--- src/rtl/ramp_sequencer.sv ---
// ramp_sequencer: triangle-wave generator rising to a peak and falling to zero, for a set number of cycles or continuously
// Ports: clock, reset (sync, active-low); start/abort control; cfg_peak/cfg_step/cfg_cycles/cfg_div latched on an accepted start;
//        data_out ramp sample, dir (rising), busy (UP/DOWN), done (one-cycle completion pulse), cycles_done (completed cycles)
module ramp_sequencer #(
  parameter int DATA_W = 7,
  parameter int CYC_W = 8
) (
  input  logic              clock,
  input  logic              reset,
  input  logic              start,
  input  logic              abort,
  input  logic [DATA_W-1:0] cfg_peak,
  input  logic [3:0]        cfg_step,
  input  logic [CYC_W-1:0]  cfg_cycles,
  input  logic [7:0]        cfg_div,
  output logic [DATA_W-1:0] data_out,
  output logic              dir,
  output logic              busy,
  output logic              done,
  output logic [CYC_W-1:0]  cycles_done
);
  typedef enum logic [1:0] {IDLE, UP, DOWN, DONE} state_t;
  state_t state, state_n;
  logic [DATA_W-1:0] peak_q, data_n;
  logic [3:0] step_q;
  logic [CYC_W-1:0] cycles_q, cyc_n;
  logic [7:0] div_q, presc, presc_n;
  logic load, tick;
  logic [DATA_W:0] sum, step_w;
  assign dir = state == UP;
  assign busy = state == UP || state == DOWN;
  assign done = state == DONE;
  always_comb begin
    tick = busy && presc == div_q;
    step_w = (DATA_W+1)'(step_q);
    sum = {1'b0, data_out} + step_w;
    load = state == IDLE && start && !abort && cfg_peak != '0;
    state_n = state;
    data_n = data_out;
    cyc_n = cycles_done;
    presc_n = tick ? '0 : presc + 8'd1;
    case (state)
      IDLE: begin
        presc_n = '0;
        if (load) begin
          state_n = UP;
          data_n = '0;
          cyc_n = '0;
        end
      end
      UP: begin
        if (abort) begin
          state_n = IDLE;
          data_n = '0;
          presc_n = '0;
        end else if (tick) begin
          state_n = sum >= {1'b0, peak_q} ? DOWN : UP;
          data_n = sum >= {1'b0, peak_q} ? peak_q : sum[DATA_W-1:0];
        end
      end
      DOWN: begin
        if (abort) begin
          state_n = IDLE;
          data_n = '0;
          presc_n = '0;
        end else if (tick) begin
          if ({1'b0, data_out} <= step_w) begin
            data_n = '0;
            cyc_n = cycles_done + CYC_W'(1);
            state_n = (cycles_q != '0 && cyc_n == cycles_q) ? DONE : UP;
          end else begin
            data_n = DATA_W'({1'b0, data_out} - step_w);
          end
        end
      end
      default: begin
        state_n = IDLE;
        data_n = '0;
        presc_n = '0;
      end
    endcase
  end
  always_ff @(posedge clock) begin
    if (!reset) begin
      state <= IDLE;
      data_out <= '0;
      cycles_done <= '0;
      presc <= '0;
      peak_q <= '0;
      step_q <= '0;
      cycles_q <= '0;
      div_q <= '0;
    end else begin
      state <= state_n;
      data_out <= data_n;
      cycles_done <= cyc_n;
      presc <= presc_n;
      if (load) begin
        peak_q <= cfg_peak;
        step_q <= cfg_step == 4'd0 ? 4'd1 : cfg_step;
        cycles_q <= cfg_cycles;
        div_q <= cfg_div;
      end
    end
  end
endmodule

--- config.mk ---
export PLATFORM = sky130hd
export DESIGN_NAME = ramp_sequencer
export DESIGN_NICKNAME = d
export VERILOG_FILES = /design/src/rtl/ramp_sequencer.sv
export SDC_FILE = /design/constraint.sdc
export NUM_CORES = 1
export LEC_CHECK = 0
export ABC_AREA = 1
export CAP_MARGIN = 0
export CORE_UTILIZATION = 40
export CTS_CLUSTER_DIAMETER = 50
export DETAILED_ROUTE_END_ITERATION = 10
export GPL_TIMING_DRIVEN = 1
export SYNTH_ARGS = -nofsm -noshare
export SYNTH_HDL_FRONTEND = slang
export SYNTH_SLANG_ARGS = --single-unit
--- constraint.sdc ---
create_clock -name clock -period 5.4 [get_ports clock]
set_input_delay 0.54 -clock clock [delete_from_list [all_inputs] [get_ports clock]]
set_output_delay 0.54 -clock clock [all_outputs]
set_load 0.02 [all_outputs]
; ---- After elaboration in Yosys (flattened, before gate mapping)
; Index checks and enable logic that the tools add are counted.
[classes]
bitwise_logic = 2
reduce_logical = 17
n_addsub = 4
n_lt_le_gt_ge = 2
n_eq_ne = 12
muxes = 23
[op_table]
columns = operator, count
row1 = 2-to-1 mux 7 bit, 7
row2 = 2-to-1 mux 8 bit, 4
row3 = one-hot mux 7 bit (3 select lines), 1
row4 = adder 8 x 1 -> 8 bit (second input constant), 2
row5 = == test 8 bit, 2
row6 = 2-to-1 mux 2 bit, 8
row7 = one-hot mux 8 bit (2 select lines), 1
row8 = adder 7 x 4 -> 8 bit, 1
row9 = greater-or-equal comparator 8 x 7 -> 1 bit, 1
row10 = nonzero test 8 bit, 1
row11 = less-or-equal comparator 7 x 4 -> 1 bit, 1
row12 = nonzero test 7 bit, 1
row13 = subtractor 7 x 4 -> 7 bit, 1
row14 = != test 2 bit (second input constant), 3
row15 = != test 3 x 2 -> 1 bit (second input constant), 2
row16 = one-hot mux 2 bit (3 select lines), 1
row17 = logical AND 1 bit, 5
row18 = AND reduction 5 bit, 1
row19 = == test 2 bit (second input constant), 2
row20 = logical NOT 4 bit, 1
row21 = 2-to-1 mux 4 bit, 1
row22 = AND reduction 4 bit, 1
row23 = OR reduction 4 bit, 1
row24 = != test 3 bit (second input constant), 1
row25 = 9 further kinds, 10
[word_totals]
input_bits = 31
ff_bits = 52
output_inout_bits = 18
wordCells = 68

; ---- Depth between registers and ports, before layout
; Gate-level depths: netlist of run 1.
[depth]
word_depth = 8
mapped_depth = 23
mapped_depth_nobuf = 23

; ---- Worst setup path before layout of run 1
; OpenSTA, ideal clock, no wires.
[synth_path]
path_type = register -> register
start = reg data_out[0]
end = reg data_out[3]
path_buffers = 0
setup_ns = 0.132
period_less_slack_ns = 2.822
stages_incl_launch_ff = 19
t_arrival_ns = 2.690
required_ns = 5.268
path_slack_ns = 2.578
cell_sequence = dfxtp_1 ha_1 inv_1 fa_1 o21ai_0 nand2_1 o21ai_0 nand2_1 ha_1 o21ai_0 nand2_1 nor2_4 nand2_4 nand3_2 inv_2 nand2_1 nand2_1 nand2_1 a21oi_2
[synth_between]
elab_chain_cells = 6
word_cells_on_any_way = 11
classes_between = add/sub (2) / order compare (2) / mux (7)
[synth_rtl]
columns = element, line_no
row1 = from (decl), 16  ; output logic [DATA_W-1:0] data_out,
row2 = from (signal assigned), 95  ; data_out <= data_n;
row3 = adder 7 x 4 -> 8 bit, 36  ; sum = {1'b0, data_out} + step_w;
row4 = greater-or-equal comparator 8 x 7 -> 1 bit, 58  ; data_n = sum >= {1'b0, peak_q} ? peak_q : sum[DATA_W-1:0];
row5 = 2-to-1 mux 7 bit, 58
row6 = 2-to-1 mux 7 bit, 56  ; end else if (tick) begin
row7 = 2-to-1 mux 7 bit, 52  ; if (abort) begin
row8 = one-hot mux 7 bit (3 select lines) *, 42  ; case (state)
; Every way passes the cells marked *; elsewhere a longest branch is shown, timed or not. The select of a mux whose other input is x is not followed.
; A chain may end at the register's enable or synchronous reset.

; ---- Worst setup path in the final report of run 1
[layout_path]
start = reg data_out[1]
end = reg data_out[6]
; The elaborated chain is that of the path after synthesis.

==> impl_metrics.csv, run 1 <==
group,metric,value,unit
run_status,status,"finished clean",
layout,final_cell_area,3969,um^2
timing,finalHoldViolCount,0,
global_routing,first_global_vias,2949,
die,initial_core_util,42.26,%
power,peakVddDrop,101.1,uV
clock_network,clockRootBuffer,"clkbuf_8",
placed_design,io_buffers,48,
global_routing,antenna_found_initial,0,
clock_network,h-tree-depth,2,
synthesis,yosys_most_used_dff,"dfxtp_1",
placed_design,post-dp-hpwl,6437,um
timing,slew_viol_final,0,
timing,fin_setup_tns,0,ns
timing,fmax,307.1,MHz
clock_network,cts_resized,0,
synthesis,ys_top_cells_by_count,"nand2_1 (116), inv_1 (58), dfxtp_1 (52)",
timing,min_period,3.256,ns
clock_network,clk_latency,0.32,ns
route,first_iter_violations,119,
worst_setup_path,critPathBufInv,1,
route,drt_first_pass_iters,5,
synthesis,synth_seq_cells,52,
timing,relSlewSlack,49.99,%
synthesis,synth_area_leaders,"dfxtp_1 (31%), nand2_1 (13%), ha_1 (7.9%), inv_1 (6.5%), a21oi_1 (6.2%)",
route,drt-total-wl,8502,um
synthesis,yosysTopAreaCell,"dfxtp_1",
worst_setup_path,crit_slowest_cell,"fa_1",
die,core,7888,um^2
global_routing,grt.total_usage,20.89,%
timing,rsz0062_at_grt,"no",
timing,skew,0.01050,ns
timing,setup_viol,0,
die,num_io_pins,49,
power,finalPower,1.039,mW
clock_network,path_clk_slew,0.11,ns
synthesis,synth.most_common_cell,"nand2_1",
route,antenna_left,0,
synthesis,synth_cell_types,37,
synthesis,netlist.area_leader.share,31.23,%
synthesis,synth_edf_count,0,
synthesis,synth-seq-area-share,31.23,%
synthesis,yosys_warnings,0,
worst_setup_path,crit_family,"compound AO/OA/AOI/OAI gates",
synthesis,synthArstFlopShare,0,%
global_routing,grt_overflow,0,
timing,worstMarginPinSlew,0.7478,ns
route,wl_per_cell,13.28,um
flow_run,cap_violations,0,
route,num_vias,3199,
placed_design,placed_area,3872,um^2
worst_setup_path,crit_fanout,5,
worst_setup_path,worst_ep_arrival_time,3.49,ns
clock_network,cts_tree,"done",
global_routing,grt_max_degree,47,
power,p_per_area,261.8,nW/um^2
layout,antenna_cells,0,
clock_network,cts_hold_buf,0,
route,viasPerCell,4.998,
clock_network,numCtsBuffers,5,
worst_setup_path,crit_path_end_kind,"flop",
placed_design,place_congestion,0.9351,
clock_network,numClockSinks,52,
synthesis,syn-mean-instance-area,6.734,um^2
worst_setup_path,worstSetupStartpointType,"flop",
synthesis,syn_inst,495,
layout,drive_above_1_share,6.134,%
clock_network,cts_buffer_depth,2,
route,route.detailed.drc,0,
synthesis,synth_area,3333,um^2
layout,area_growth,19.07,%
hold_path,hp-class,"flop to flop",
die,fp.dieArea,8702,um^2
worst_setup_path,cp_cell_sequence,"inv_1 > fa_1 > o21ai_0 > nand2_1 > o21ai_0 > nand2_1 > ha_1 > o21ai_0 > nand4_1 > a21oi_1 > nand4_1 > nand3_1 > nand2_1 > a21oi_1",
worst_setup_path,crit_required,5.63,ns
global_routing,grt_pass1_wl,14330,um
layout,nNetsFinal,591,
die,die_w,93.29,um
timing,whs,0.4770,ns
clock_network,post_cts_buffers,0,
die,die_h,93.29,um
synthesis,syn_nets,549,
die,fp-row-count,32,
power,p_leak,1.621,nW
timing,period_share,60.30,%
worst_setup_path,cpPeakStageDelay,0.47,ns
worst_setup_path,worst-setup-path-type,"flop to flop",
cell usage in the layout, fill, tap and decap left out, drive strengths merged, types with 20 or more instances in the layout:
master / count
o21ai: 39
nor2: 55
nand2: 122
nand3: 25
inv: 66
dfxtp: 52
nand4: 20
clkdlybuf4s50: 48
ha: 21
a21oi: 43
cells by family (layout without fill, tap and decap cells):
kind of cell               Yosys count  in the layout  synth area share (%)
adders and majority gates           23             23                 9.084
xor gates and xnor gates            12             12                 3.153
DFF                                 52             52                 31.23
and+or+nand+nor                    243            243                 33.52
AOI/OAI and AO/OA                   85             85                 13.40
buffers and inverters               80            123                 9.610
worst min-delay path, stage by stage, from the launching register on:
cell,delay [ns]
dfxtp_1,0.32
inv_1,0.06
a21oi_1,0.06
area by class of cell:
| cell class | count | area, um^2 |
|---|---|---|
| fillers | 799 | 3919 |
| clock buffers | 5 | 68.82 |
| well taps | 102 | 127.6 |
| clock inverters | 3 | 27.53 |
| flip-flops and latches | 52 | 1041 |
| repair buffers | 48 | 480.5 |
| inverters | 67 | 251.5 |
| multi-input cells | 363 | 1972 |
layer usage:
layer  vias to the layer above  share of wire, %  global-route usage [%]
met5                         -                 0                       0
met4                         0              0.82                   5.000
met3                        10               5.3                   2.927
met2                        86                42                   31.86
met1                      1405                51                   30.79
li1                       1698                 -                       -
metrics by stage:
stage,setup WS (ns),std cells,utilization (%)
3_3_place_gp,2.334,632,49.10
4_1_cts,2.229,640,50.32
6_report,2.144,640,50.32
2_1_floorplan,2.578,495,-
5_1_grt,1.827,640,50.32
3_5_place_dp,2.259,632,49.10
state kept, by name, summed over array words and instances (netlist names):
signal,cells
step_q,4
peak_q,7
state,2
cycles_done,8
presc,8
div_q,8
cycles_q,8
data_out,7
report_power, final:
group	total (mW)	internal (mW)	switching [mW]	leakage, nW
clock network	0.244	0.0956	0.149	0.0463
logic	0.361	0.122	0.239	1.15
registers	0.434	0.412	0.0212	0.424
worst paths after layout:
kind	from	end	cells past startpoint	slack, ns
max	data_out[1]$_SDFFE_PN0P_	data_out[6]$_SDFFE_PN0P_	14	2.14
max reg2reg	data_out[1]$_SDFFE_PN0P_	data_out[6]$_SDFFE_PN0P_	14	2.14
min	div_q[0]$_SDFFE_PN0P_	div_q[0]$_SDFFE_PN0P_	2	0.48
min reg2reg	div_q[0]$_SDFFE_PN0P_	div_q[0]$_SDFFE_PN0P_	2	0.48
Power figures use the tool's default switching activity.
==> inputs of run 2 (changes only) <==
- clock period: 5.4 -> 3.17 ns (I/O delays scaled with it)
==> run 2 against run 1 <==
Net effect:
- non-clock buffer count up 4
- cell count up 0.63%
- via count up 1.9%
- design area up 2.1%
==> impl_metrics.csv, run 2 (synthesis gave the netlist of run 1 again) <==
group,metric,value,unit
route,route.detailed.drc,0,
timing,min_period,2.927,ns
layout,area_growth,21.58,%
worst_setup_path,crit_path_end_kind,"flop",
route,antenna_left,0,
clock_network,numCtsBuffers,5,
timing,fin_ws,0.2428,ns
clock_network,clockRootBuffer,"clkbuf_8",
worst_setup_path,crit_fanout,6,
timing,fmax,341.6,MHz
timing,period_share,92.34,%
route,num_vias,3260,
die,die_h,93.29,um
timing,whs,0.4770,ns
clock_network,cts_tree,"done",
layout,fin_cells,644,
power,p_leak,1.665,nW
run_status,status,"finished clean",
die,die_w,93.29,um
clock_network,clk_latency,0.31,ns
layout,fill_cells,793,
layout,nNetsFinal,595,
global_routing,grt.total_usage,20.51,%
timing,rsz0062_at_grt,"no",
timing,fin_setup_tns,0,ns
worst_setup_path,crit_family,"simple AND/OR/NAND/NOR gates",
global_routing,grt_max_degree,33,
layout,mostFrequentLayoutCell,"nand2_1",
die,initial_core_util,42.26,%
worst_setup_path,critPathBufInv,3,
layout,layout_common_cells,"nand2_1 (116), inv_1 (58), nor2_1 (51)",
placed_design,post-dp-hpwl,6647,um
worst_setup_path,reg2reg_from,"step_q[2]$_SDFFE_PN0P_",
timing,skew,0.006200,ns
die,fp.dieArea,8702,um^2
placed_design,io_buffers,48,
clock_network,cts_buffer_depth,2,
die,num_io_pins,49,
worst_setup_path,crit_required,3.40,ns
global_routing,grt_overflow,0,
die,core,7888,um^2
timing,slew_viol_final,0,
layout,final_core_utilization,51.38,%
hold_path,hold-path-cell-count,2,
clock_network,h-tree-depth,2,
route,first_iter_violations,164,
hold_path,hp-class,"flop to flop",
worst_setup_path,cpPeakStageDelay,0.35,ns
worst_setup_path,cp_cell_sequence,"inv_1 > ha_1 > inv_2 > o21ai_0 > nor2_1 > o21ai_0 > nand2_1 > ha_1 > nand2_1 > inv_1 > o21ai_0 > nand2_1 > nor2_4 > nand4_1 > nand2_1 > nand2_1 > nand2_1 > nand2_1 > a21oi_2",
power,finalPower,1.908,mW
die,fp-row-count,32,
worst_setup_path,r2r-end,"data_out[0]$_SDFFE_PN0P_",
worst_setup_path,regToRegSetupSlack,0.24,ns
worst_setup_path,rr_worst_depth,19,
route,drt-total-wl,8529,um
power,peakVddDrop,193.4,uV
placed_design,dp_slack,0.03049,ns
global_routing,antenna_found_initial,0,
timing,finalHoldViolCount,0,
clock_network,path_clk_slew,0.10,ns
timing,setup_viol,0,
timing,worstMarginPinSlew,0.6108,ns
route,viasPerCell,5.062,
worst_setup_path,crit_slowest_cell,"dfxtp_1",
layout,multi_input_area,1981,um^2
route,wl_per_cell,13.24,um
timing,relSlewSlack,59.03,%
flow_run,cap_violations,0,
route,drt_first_pass_iters,5,
worst_setup_path,worstSetupStartpointType,"flop",
worst_setup_path,worst_ep_arrival_time,3.16,ns
power,p_per_area,470.7,nW/um^2
worst_setup_path,cp_common_cell,"nand2_1",
layout,antenna_cells,0,
layout,final_cell_area,4053,um^2
clock_network,numClockSinks,52,
placed_design,place_inst,636,
placed_design,placed_area,3902,um^2
worst_setup_path,worst-setup-path-type,"flop to flop",
hold_path,holdCritStartpoint,"div_q[0]$_SDFFE_PN0P_",
layout,regArea,1045,um^2
global_routing,first_global_vias,2995,
layout,drive_above_1_share,7.934,%
hold_path,whs_endpoint,"div_q[0]$_SDFFE_PN0P_",
clock_network,cts_hold_buf,0,
global_routing,grt_pass1_wl,14060,um
placed_design,place_congestion,0.8951,
## run 2: worst register-to-register path, delay by kind of cell (launching register included)
family	cells	cell delay [ns]
simple gates	10	1.03
fa+ha+maj	2	0.62
buf+inv	3	0.18
flops	1	0.35
compound gates	4	0.66
## run 2: timing repair
action	in CTS	in global routing
setup endpoints to repair	0	9
setup buffers	0	0
gates resized for setup	0	7
## run 2: how the worst max path moves through the flow
stage                                   from                       end  slack [ns]  cells after the start
global placement    data_out[1]$_SDFFE_PN0P_  data_out[0]$_SDFFE_PN0P_        0.10                     16
finish                step_q[2]$_SDFFE_PN0P_  data_out[0]$_SDFFE_PN0P_        0.24                     19
global route          step_q[1]$_SDFFE_PN0P_  data_out[0]$_SDFFE_PN0P_        0.02                     22
CTS                 data_out[1]$_SDFFE_PN0P_  data_out[0]$_SDFFE_PN0P_       0.009                     16
detailed placement  data_out[1]$_SDFFE_PN0P_  data_out[0]$_SDFFE_PN0P_        0.03                     16
floorplan           data_out[0]$_SDFFE_PN0P_  data_out[3]$_SDFFE_PN0P_        0.35                     18
## run 2: final cells by class
| class | instances | share of cell area (%) |
|---|---|---|
| inverters | 67 | 6.206 |
| flip-flops and latches | 52 | 25.78 |
| clock inverters | 3 | 1.698 |
| well taps | 102 | 3.149 |
| multi-input cells | 363 | 48.87 |
| clock buffers | 5 | 1.698 |
| repair buffers | 52 | 12.60 |
## run 2: layer usage
layer	global-route usage, %	vias up	part of all wire [%]	wire, um
met5	0	-	0	0
met3	2.602	9	6.6	560
li1	-	1705	-	-
met4	6.282	0	1.3	109
met2	31.43	110	42	3619
met1	29.75	1436	50	4240
## run 2: power by group
group / switching, mW / internal, mW / total (mW)
combinational: 0.401 / 0.213 / 0.614
sequential: 0.0350 / 0.703 / 0.738
clock: 0.238 / 0.318 / 0.556
==> inputs of run 3 (changes only) <==
- GPL_TIMING_DRIVEN: 1 -> 0
==> run 3 against run 2 <==
Net effect:
- sequential power is essentially flat
- worst setup slack gained 0.061 ns
- power shrank 6.8%
- highest routed layer unchanged
- register-to-register slack gained 0.06 ns
- cell count grew 1.2%
- design area shrank 0.28%
- critical path type unchanged
- largest cell class unchanged
- die area is the same
- sequential share of layout area is essentially flat
- wire length is essentially flat
==> impl_metrics.csv, run 3 (synthesis gave the netlist of run 1 again) <==
group,metric,value,unit
global_routing,grt_max_degree,19,
clock_network,clockRootBuffer,"clkbuf_8",
placed_design,dp_slack,0.03227,ns
clock_network,cts_buffer_depth,2,
clock_network,path_clk_slew,0.11,ns
power,p_per_area,439.7,nW/um^2
route,drt_first_pass_iters,5,
timing,relSlewSlack,60.82,%
timing,fin_ws,0.3041,ns
timing,period_share,90.41,%
layout,mostFrequentLayoutCell,"nand2_1",
layout,fill_cells,825,
worst_setup_path,cpPeakStageDelay,0.48,ns
placed_design,io_buffers,47,
timing,fin_setup_tns,0,ns
placed_design,placed_area,3931,um^2
power,p_leak,1.650,nW
power,peakVddDrop,172.5,uV
power,finalPower,1.777,mW
die,fp-row-count,32,
timing,slew_viol_final,0,
clock_network,numCtsBuffers,5,
timing,fmax,348.9,MHz
route,first_iter_violations,189,
placed_design,place_inst,644,
layout,final_cell_area,4041,um^2
die,fp.dieArea,8702,um^2
layout,layout_common_cells,"nand2_1 (116), inv_1 (58), nor2_1 (51)",
timing,setup_viol,0,
die,core,7888,um^2
route,viasPerCell,5.048,
placed_design,post-dp-hpwl,6875,um
clock_network,h-tree-depth,2,
global_routing,grt_overflow,0,
worst_setup_path,worstSetupStartpointType,"flop",
global_routing,grt.total_usage,20.31,%
worst_setup_path,worst-setup-path-type,"flop to flop",
worst_setup_path,cp_cell_sequence,"inv_1 > fa_1 > o21ai_2 > nand2_1 > o21ai_0 > nand2_1 > ha_1 > o21ai_1 > nand2_1 > nor2_4 > nand4_1 > nand2_1 > nand2_1 > nand2_1 > nand2_1 > a21oi_2",
die,initial_core_util,42.26,%
worst_setup_path,crit_path_end_kind,"flop",
timing,skew,0.006753,ns
route,num_vias,3291,
timing,rsz0062_at_grt,"no",
layout,nNetsFinal,603,
die,die_h,93.29,um
hold_path,hp-class,"input port to flop",
timing,worstMarginPinSlew,0.5877,ns
worst_setup_path,crit_slowest_cell,"fa_1",
placed_design,place_congestion,0.9079,
layout,drive_above_1_share,7.818,%
worst_setup_path,cp_common_cell,"nand2_1",
clock_network,cts_tree,"done",
worst_setup_path,crit_fanout,5,
die,num_io_pins,49,
global_routing,first_global_vias,2942,
route,drt-total-wl,8527,um
timing,finalHoldViolCount,0,
flow_run,cap_violations,0,
global_routing,grt_pass1_wl,13940,um
route,route.detailed.drc,0,
run_status,status,"finished clean",
layout,fin_cells,652,
timing,min_period,2.866,ns
global_routing,antenna_found_initial,0,
layout,antenna_cells,0,
route,wl_per_cell,13.08,um
worst_setup_path,crit_required,3.41,ns
route,antenna_left,0,
layout,regArea,1044,um^2
worst_setup_path,worst_ep_arrival_time,3.11,ns
clock_network,clk_latency,0.31,ns
clock_network,numClockSinks,52,
layout,multi_input_area,1986,um^2
die,die_w,93.29,um
layout,area_growth,21.25,%
run 3: changes by cell type in the layout (fill, tap and decap cells not counted), moves of 2 or more:
| cell | before | now |
|---|---|---|
| buf_4 | 4 | 1 |
| buf_6 | 0 | 2 |
| clkbuf_1 | 0 | 9 |
| o21ai_0 | 35 | 33 |
| bufinv_16 | 2 | 0 |
run 3: routing by layer:
layer / vias up / share of wire, % / track usage [%]
li1: 1727 / - / -
met1: 1472 / 52 / 30.10
met2: 87 / 42 / 31.25
met3: 5 / 4.9 / 3.171
met4: 0 / 0.57 / 3.462
met5: - / 0 / 0
run 3: critical path, delay by kind of cell (launching register included):
family | cells | cell delay [ns]
AOI/OAI and AO/OA | 4 | 0.55
adders and majority gates | 2 | 0.77
buffers and inverters | 1 | 0.12
DFF | 1 | 0.43
and+or+nand+nor | 9 | 0.92
run 3: power by group:
| group | switching [mW] | internal, mW | total (mW) |
|---|---|---|---|
| registers | 0.0356 | 0.703 | 0.738 |
| clock network | 0.247 | 0.162 | 0.409 |
| logic | 0.406 | 0.225 | 0.630 |
run 3: path summary, 6_finish.rpt:
check	startpoint	endpoint	slack (ns)	cells after the start
worst max-delay path	data_out[1]$_SDFFE_PN0P_	data_out[0]$_SDFFE_PN0P_	0.30	16
worst min-delay path	reset	div_q[6]$_SDFFE_PN0P_	0.43	3
worst max register to register	data_out[1]$_SDFFE_PN0P_	data_out[0]$_SDFFE_PN0P_	0.30	16
worst min register to register	div_q[0]$_SDFFE_PN0P_	div_q[0]$_SDFFE_PN0P_	0.49	2
run 3: area by class of cell:
| cell class | count | share of cell area (%) |
|---|---|---|
| Multi-Input combinational cell | 363 | 49.13 |
| Sequential cell | 52 | 25.82 |
| Timing Repair Buffer | 47 | 11.64 |
| Inverter | 67 | 6.223 |
| Tap cell | 102 | 3.158 |
| Clock buffer | 5 | 1.703 |
| Buffer | 13 | 1.703 |
| Clock inverter | 3 | 0.6192 |
run 3: repair_timing:
item | 4_1_cts | 5_1_grt
endpoints found under the setup margin | 0 | 9
hold buffers | 0 | 0
gates resized for setup | 0 | 9
buffers inserted | 0 | 0
run 3: metrics by stage:
| step | hold WS, ns | util [%] |
|---|---|---|
| after floorplan | 0.4409 | - |
| after global placement | 0.4608 | 49.84 |
| after detailed placement | 0.4693 | 49.84 |
| after CTS | 0.4175 | 51.03 |
| after global routing | 0.4677 | 51.24 |
| final | 0.4253 | 51.24 |
